**src/rtl/bin_to_bcd_encoder_if.sv**
```systemverilog
// Handshake bundle between a binary producer and the sequential BCD converter.
interface bin_to_bcd_encoder_if #(
   parameter int BIN_W  = 14,
   parameter int DIGITS = 4
);
   logic                  start;
   logic [BIN_W-1:0]      bin;
   logic                  blank_lz;
   logic                  busy;
   logic                  done;
   logic [4*DIGITS-1:0]   bcd;
   logic                  overflow;

   modport master (
      output start, bin, blank_lz,
      input  busy, done, bcd, overflow
   );

   modport slave (
      input  start, bin, blank_lz,
      output busy, done, bcd, overflow
   );
endinterface

```
**src/rtl/bin_to_bcd_encoder.sv**
```systemverilog
// Double-dabble binary-to-BCD converter, one input bit per clock, with
// overflow saturation to all-blank digits and optional leading-zero blanking.
module bin_to_bcd_encoder #(
   parameter int BIN_W  = 14,
   parameter int DIGITS = 4
) (
   input  logic                  clk,
   input  logic                  rst_n,
   bin_to_bcd_encoder_if.slave   bus
);
   localparam int SW    = 4 * DIGITS;
   localparam int CMP_W = SW + 4;
   localparam int CNT_W = $clog2(BIN_W + 1);

   function automatic logic [CMP_W-1:0] pow10(input int unsigned n);
      logic [CMP_W-1:0] p;
      p = CMP_W'(1);
      for (int unsigned i = 0; i < n; i++) p = p * CMP_W'(10);
      return p;
   endfunction

   localparam logic [CMP_W-1:0] MAX_VAL = pow10(DIGITS) - CMP_W'(1);

   typedef enum logic [1:0] {IDLE, SHIFT, DONE} state_t;

   state_t            state;
   logic [BIN_W-1:0]  binreg;
   logic [SW-1:0]     scratch;
   logic [CNT_W-1:0]  cnt;
   logic              ovf_flag;
   logic              blz_flag;
   logic              busy_q;
   logic              done_q;
   logic [SW-1:0]     bcd_q;
   logic              overflow_q;

   logic [SW-1:0]     adjusted;
   logic [SW-1:0]     next_scratch;
   logic [SW-1:0]     formatted;
   logic              leading;

   always_comb begin
      adjusted = scratch;
      for (int unsigned i = 0; i < DIGITS; i++) begin
         if (scratch[4*i +: 4] >= 4'd5) adjusted[4*i +: 4] = scratch[4*i +: 4] + 4'd3;
      end
      next_scratch = (adjusted << 1) | SW'(binreg[BIN_W-1]);

      // Blank zero digits from the top until the first nonzero one; digit 0 always shows.
      formatted = next_scratch;
      leading   = blz_flag;
      for (int unsigned i = DIGITS - 1; i >= 1; i--) begin
         if (leading && next_scratch[4*i +: 4] == 4'd0) formatted[4*i +: 4] = 4'hF;
         else leading = 1'b0;
      end
   end

   always_ff @(posedge clk or negedge rst_n) begin
      if (!rst_n) begin
         state      <= IDLE;
         binreg     <= '0;
         scratch    <= '0;
         cnt        <= '0;
         ovf_flag   <= 1'b0;
         blz_flag   <= 1'b0;
         busy_q     <= 1'b0;
         done_q     <= 1'b0;
         bcd_q      <= '0;
         overflow_q <= 1'b0;
      end else begin
         case (state)
            IDLE, DONE: begin
               done_q <= 1'b0;
               if (bus.start) begin
                  binreg   <= bus.bin;
                  blz_flag <= bus.blank_lz;
                  scratch  <= '0;
                  cnt      <= CNT_W'(BIN_W);
                  ovf_flag <= (CMP_W'(bus.bin) > MAX_VAL);
                  busy_q   <= 1'b1;
                  state    <= SHIFT;
               end else begin
                  state <= IDLE;
               end
            end
            SHIFT: begin
               scratch <= next_scratch;
               binreg  <= binreg << 1;
               cnt     <= cnt - 1'b1;
               if (cnt == CNT_W'(1)) begin
                  state      <= DONE;
                  busy_q     <= 1'b0;
                  done_q     <= 1'b1;
                  overflow_q <= ovf_flag;
                  bcd_q      <= ovf_flag ? '1 : formatted;
               end
            end
            default: state <= IDLE;
         endcase
      end
   end

   assign bus.busy     = busy_q;
   assign bus.done     = done_q;
   assign bus.bcd      = bcd_q;
   assign bus.overflow = overflow_q;
endmodule
```
**src/flat_wrapper.sv**
```systemverilog
// flat-port wrapper written by rule: the top's interface ports become plain ports
module bin_to_bcd_encoder_flat 
#(
   parameter int BIN_W  = 14,
   parameter int DIGITS = 4
)
  (clk, rst_n, bus_start, bus_bin, bus_blank_lz, bus_busy, bus_done, bus_bcd, bus_overflow);
  bin_to_bcd_encoder_if #(.BIN_W(BIN_W), .DIGITS(DIGITS)) bus_i ();
  input  logic clk;
  input  logic rst_n;
  input wire logic [$bits(bus_i.start)-1:0] bus_start;
  input wire logic [$bits(bus_i.bin)-1:0] bus_bin;
  input wire logic [$bits(bus_i.blank_lz)-1:0] bus_blank_lz;
  output wire logic [$bits(bus_i.busy)-1:0] bus_busy;
  output wire logic [$bits(bus_i.done)-1:0] bus_done;
  output wire logic [$bits(bus_i.bcd)-1:0] bus_bcd;
  output wire logic [$bits(bus_i.overflow)-1:0] bus_overflow;
  assign bus_i.start = bus_start;
  assign bus_i.bin = bus_bin;
  assign bus_i.blank_lz = bus_blank_lz;
  assign bus_busy = bus_i.busy;
  assign bus_done = bus_i.done;
  assign bus_bcd = bus_i.bcd;
  assign bus_overflow = bus_i.overflow;
  bin_to_bcd_encoder #(.BIN_W(BIN_W), .DIGITS(DIGITS)) u_core (.clk(clk), .rst_n(rst_n), .bus(bus_i));
endmodule
```
**config.mk**
```make
export PLATFORM = sky130hd
export DESIGN_NAME = bin_to_bcd_encoder_flat
export DESIGN_NICKNAME = d
export VERILOG_FILES = /design/src/rtl/bin_to_bcd_encoder_if.sv /design/src/rtl/bin_to_bcd_encoder.sv /design/src/flat_wrapper.sv
export SDC_FILE = /design/constraint.sdc
export NUM_CORES = 1
export LEC_CHECK = 0
export CAP_MARGIN = 10
export CORE_ASPECT_RATIO = 1.25
export CORE_MARGIN = 4
export CORE_UTILIZATION = 50
export DETAILED_ROUTE_END_ITERATION = 8
export PLACE_DENSITY = 0.73
export SKIP_LAST_GASP = 1
export SYNTH_ARGS = -nofsm -noshare
export SYNTH_HDL_FRONTEND = slang
export SYNTH_SLANG_ARGS = --single-unit
```
**constraint.sdc**
```tcl
create_clock -name clk -period 2.8 [get_ports clk]
set_input_delay 0.28 -clock clk [delete_from_list [all_inputs] [get_ports clk]]
set_output_delay 0.28 -clock clk [all_outputs]
set_load 0.05 [all_outputs]
```
After elaboration in Yosys (flattened, before gate mapping) --
Index checks and enable logic that the tools add are counted.
Storage, ports and cells: bits in registers 57, latch bits 0, bits in writable memories 0, bits in read-only memories 0, output and inout port bits 19, logic and storage cells 64, memories 0
Cells by class: add/subtract/negate cells 5, multiply operators 0, divide/modulo/power cells 0, magnitude comparators 5, equality and inequality tests 5, shifts and indexed selects 0, multiplexer cells 24, bitwise operators 1, reduce and logical (&&, ||, !) cells 14
Operators by type and width (count):
- $mux 16 | 2
- $pmux 16 s2 | 1
- $mux 4 | 7
- $pmux 14 s2 | 1
- $ge 4x3->1 const B | 4
- $or 16x1->16 | 1
- $gt 14x14->1 const B | 1
- $mux 14 | 1
- $add 4x2->4 const B | 3
- $logic_not 4->1 | 3
- $pmux 4 s2 | 1
- $reduce_and 2->1 | 4
- $mux 1 | 6
- $eq 4x1->1 const B | 1
- $pmux 1 s2 | 2
- $pmux 2 s2 | 1
- $sub 4x1->4 const B | 1
- $add 3x2->3 const B | 1
- $logic_and 1x1->1 | 3
- $mux 3 | 1
- $reduce_and 3->1 | 1
- $eq 2x1->1 const B | 1
- $eq 2x2->1 const B | 1
- $logic_not 2->1 | 1
- 5 further kinds | 5

Longest topological paths before layout --
depth in word-level cells 11, mapped depth 8, gate-level depth less buffers 7

Least setup slack after synthesis --
OpenSTA, ideal clock, no wires.
path kind register to register, start point register u_core.scratch[12], end point register u_core.bcd_q[5] (netlist: u_core.bus.bcd[5]), arrival 1712 ps, path slack 1002 ps, cell stages (with the launch flop) 8, buffers on the path 0, clock period less this slack 1798 ps, cell sequence dfrtp_1 > inv_1 > ha_1 > nand2b_1 > a21oi_2 > mux2i_2 > o2111ai_4 > a211oi_2
Between the ends: word-level cells in the longest chain between the ends 11, elaborated cells between the ends (all ways) 12
RTL lines:
- start: declaration | line bin_to_bcd_encoder.sv:28 | logic [SW-1:0] scratch;
- start signal: assignment | line bin_to_bcd_encoder.sv:87 | scratch <= next_scratch;
- $ge 4x3->1 or $add 3x2->3 (tied branches) | line bin_to_bcd_encoder.sv:45 | if (scratch[4*i +: 4] >= 4'd5) adjusted[4*i +: 4] = scratch[4*i +: 4] + 4'd3;
- $mux 3 * | line bin_to_bcd_encoder.sv:45
- $or 16x1->16 * | line bin_to_bcd_encoder.sv:47 | next_scratch = (adjusted << 1) | SW'(binreg[BIN_W-1]);
- $logic_not 4->1 * | line bin_to_bcd_encoder.sv:53 | if (leading && next_scratch[4*i +: 4] == 4'd0) formatted[4*i +: 4] = 4'hF;
- $logic_and 1x1->1 * | line bin_to_bcd_encoder.sv:53
- $mux 1 * | line bin_to_bcd_encoder.sv:53
- $logic_and 1x1->1 | line bin_to_bcd_encoder.sv:53
- $mux 1 * | line bin_to_bcd_encoder.sv:53
- $logic_and 1x1->1 * | line bin_to_bcd_encoder.sv:53
- $mux 4 * | line bin_to_bcd_encoder.sv:53
- $mux 16 * | line bin_to_bcd_encoder.sv:95 | bcd_q <= ovf_flag ? '1 : formatted;
- end signal: assignment | line bin_to_bcd_encoder.sv:95
- end: declaration | line bin_to_bcd_encoder.sv:34 | logic [SW-1:0] bcd_q;
Mark *: on every way between the ends. The rest lies on a longest branch, timed or not. A chain may end at the register's enable or synchronous reset.

Worst setup path in the final report --
start point register u_core.scratch[12], end point register u_core.bcd_q[11] (netlist: u_core.bus.bcd[11])
Between the ends: word-level cells in the longest chain between the ends 9, elaborated cells between the ends (all ways) 10
RTL lines (line):
- $ge 4x3->1 or $add 3x2->3 (tied branches) | bin_to_bcd_encoder.sv:45
- $mux 3 * | bin_to_bcd_encoder.sv:45
- $or 16x1->16 * | bin_to_bcd_encoder.sv:47
- $logic_not 4->1 * | bin_to_bcd_encoder.sv:53
- $logic_and 1x1->1 * | bin_to_bcd_encoder.sv:53
- $mux 1 * | bin_to_bcd_encoder.sv:53
- $logic_and 1x1->1 * | bin_to_bcd_encoder.sv:53
- $mux 4 * | bin_to_bcd_encoder.sv:53
- $mux 16 * | bin_to_bcd_encoder.sv:95
Marks and branches as above.

==> metrics.md <==
| Metric | Value |
|---|---|
| Largest buffer count on any clock path | `2` |
| Synth async-reset ratio | `100%` |
| WS Path Type | `reg -> reg` |
| Pwr dens | `about 1300 mW/mm^2` |
| Final setup violating endpoints | `0` |
| FP Rows | `30` |
| CTS Hold Bufs | `0` |
| Placed instance count | `~370` |
| Commonest non-fill, non-tap cell in the layout | `dfrtp_1` |
| Fmax | `498 MHz` |
| Post-Syn Area per Cell | `10.2 sq um` |
| CTS tree | `yes` |
| ANT nets after route | `0` |
| Clock Latency Late Sink | `~0.33 ns` |
| Max Clock Skew | `0.0105 ns` |
| Critical path startpoint | `u_core.scratch[12]$_DFFE_PN0P_` |
| RR Endpoint | `u_core.bus.bcd[11]$_DFFE_PN0P_` |
| Worst setup path end | `u_core.bus.bcd[11]$_DFFE_PN0P_` |
| Clk pin slew, worst setup/hold paths | `0.07 ns` |
| Postcts setup bufs | `0` |
| GR Util All Layers | `a little under 20%` |
| Crit-path max FO | `8` |
| Die extent in y | `91.9 um` |
| Largest net degree at the start of global routing | `45` |
| Via count | `2200` |
| Final WL | `6100 um` |
| Core ar. | `0.00544 sq mm` |
| Pre-Repair DR Iteration Count | `5` |
| Critical Path RT | `3.04 ns` |
| RSZ-0062 raised after global routing | `no` |
| Final Hold Vio Count | `0` |
| Post-synthesis sequential area ratio | `50.7%` |
| Post-cts sizing count | `0` |
| R2R Setup Slk | `approximately 0.79 ns` |
| Post-synth cell types | `between 40 and 50` |
| Critical path launch point type | `flop` |
| Vias per cell | `5.71` |
| Syn-to-layout area delta | `20.8%` |
| Warnings, synthesis | `0` |
| Final Cycle Share | `71.7%` |
| Clock Sinks | `57` |
| Leakage | `around 0.0015 uW` |
| Worst slew margin | `34.1%` |
| Crit end category | `flop` |
| Largest area contributor in the netlist | `dfrtp_1` |
| Post-route insts no fill | `385` |
| Remaining global-route overflow | `0` |
| Final RePlAce weighted congestion | `0.817` |
| Cell Area, Synth | `0.00281 sq mm` |
| Number of max-cap violations | `0` |
| Mapped Nets | `304` |
| Drt wl/cell | `roughly 16 um` |
| Initial Util | `51.7%` |
| Layout cell share with drive strength beyond 1 | `12.1%` |
| Tmin final | `between 2 and 2.5 ns` |
| Fin Setup TNS | `0 ns` |
| Synth Instances | `276` |
| Register bit total from synthesis | `57` |
| CTS H-tree lvls | `3` |
| DP HPWL | `4290 um` |
| Worst Reg2Reg Path Length in Cells | `7` |
| Slew @ Worst Pin | `0.988 ns` |
| Root Buffer | `clkbuf_8` |
| PortBufs | `36` |
| Vias in the first global route | `about 2.2k` |
| Synth top area cells | `dfrtp_1, nand2_1, ha_1` |
| Worst hold path class | `in -> async` |
| I/O pin count | `37` |
| DRT iter0 DRCs | `145` |
| Startpoint of the worst-slack reg-to-reg timing path | `u_core.scratch[12]$_DFFE_PN0P_` |
| EDFF count, synth | `0` |
| Die Width | `75.1 um` |
| Die area | `between 0.006 and 0.007 sq mm` |
| Worst VDD drop | `0.540 mV` |
| Most frequent cells in the layout | `dfrtp_1, nand2_1, clkdlybuf4s50_1` |
| CTS Buf Count | `9` |
| Antenna cell count | `0` |
| Area share of the largest cell type after synthesis | `50.7%` |
| Crit path DAT | `between 2 and 2.5 ns` |
| Main synth FF type | `dfrtp_1` |
| Global-route wire length before repair | `10200 um` |
| DRC errors left | `0` |
| Slew Viols, Final | `0` |
| Nets | `346` |
| Outcome | `finished, final reports clean` |
| Initial antenna violation count | `0` |
cells by family after synthesis:
kind of cell	count (synthesis)	share of synthesized area [%]
adder cells (fa/ha/maj)	10	4.45
AND/OR/NAND/NOR	93	15.6
buffers and inverters	23	3.96
multiplexers	6	2.40
XOR/XNOR	5	1.56
flip-flops	57	50.7
AO/OA/AOI/OAI	82	21.4
flip-flops by register name, summed over array words and instances, names as in the netlist:
name / flops
u_core.binreg: 14
u_core.blz_flag: 1
u_core.bus.bcd: 16
u_core.bus.busy: 1
u_core.bus.done: 1
u_core.bus.overflow: 1
u_core.cnt: 4
u_core.ovf_flag: 1
u_core.scratch: 16
u_core.state: 2
stage by stage:
| step | hold slack [ns] | worst slack, ns | power [uW] | util, % | cell area, sq um |
|---|---|---|---|---|---|
| floorplan | -0.0156 | 1.00 | 3220 | - | 2810 |
| global placement | 0.459 | 0.884 | 3840 | 59.4 | 3240 |
| detailed placement | 0.468 | 0.814 | 3910 | 59.4 | 3240 |
| CTS | 0.137 | 0.798 | 4580 | 62.4 | 3400 |
| global route | 0.166 | 0.554 | 4870 | 62.4 | 3400 |
| finish | 0.109 | 0.792 | 4570 | 62.4 | 3400 |
final cells by class:
type,count,area (sq um)
clock buffer,14,163
fill,473,2040
inverter,10,37.5
multi-input combinational,196,1280
sequential,57,1430
tap,64,80.1
timing repair buffer,44,415
worst min path at each step:
stage	start	depth (start not counted)	slack, ns	to
floorplan	rst_n	0	-0.02	u_core.binreg[0]$_DFFE_PN0P_
global placement	u_core.cnt[3]$_DFFE_PN0P_	1	0.46	u_core.cnt[3]$_DFFE_PN0P_
detailed placement	u_core.binreg[7]$_DFFE_PN0P_	2	0.47	u_core.binreg[7]$_DFFE_PN0P_
CTS	rst_n	1	0.14	u_core.scratch[3]$_DFFE_PN0P_
global route	rst_n	1	0.17	u_core.scratch[3]$_DFFE_PN0P_
finish	rst_n	1	0.11	u_core.scratch[3]$_DFFE_PN0P_
synth_stat cells, types with 2 or more instances:
master / n
nor2_1: 18
buf_6: 2
nand2_1: 46
and3_1: 2
o22a_1: 2
a21oi_1: 11
mux2i_1: 2
buf_2: 5
o31ai_1: 3
a211oi_2: 4
a22o_1: 3
a22oi_1: 13
a32o_1: 2
o21ai_0: 11
a21oi_2: 4
o22ai_1: 6
o211ai_1: 2
nand2b_1: 9
inv_1: 10
nor2b_1: 4
mux2_2: 3
o21ai_2: 2
clkbuf_1: 5
xnor2_1: 5
a31oi_1: 6
nor3b_1: 5
o2111ai_1: 2
ha_1: 10
dfrtp_1: 57
o21ai_1: 4
nor4_1: 2
o2bb2ai_1: 2
layer usage:
metal,track usage (%),part of all wire (%),up-vias
met1,23.9,46,1078
met3,5.37,4.1,6
met2,32.0,49,53
met5,0,0,-
li1,-,-,1063
met4,7.27,1.2,0
power by group:
group          internal (uW)  switching (uW)
sequential              1200             319
clock                    361             298
combinational            920            1460
worst max-delay path: stages, from the launching register on:
cell,delay [ns]
dfrtp_1,0.41
inv_1,0.11
ha_1,0.25
nand2b_1,0.10
a21oi_2,0.26
mux2i_2,0.34
o2111ai_4,0.23
a31oi_1,0.23
Power figures use the tool's default switching activity.
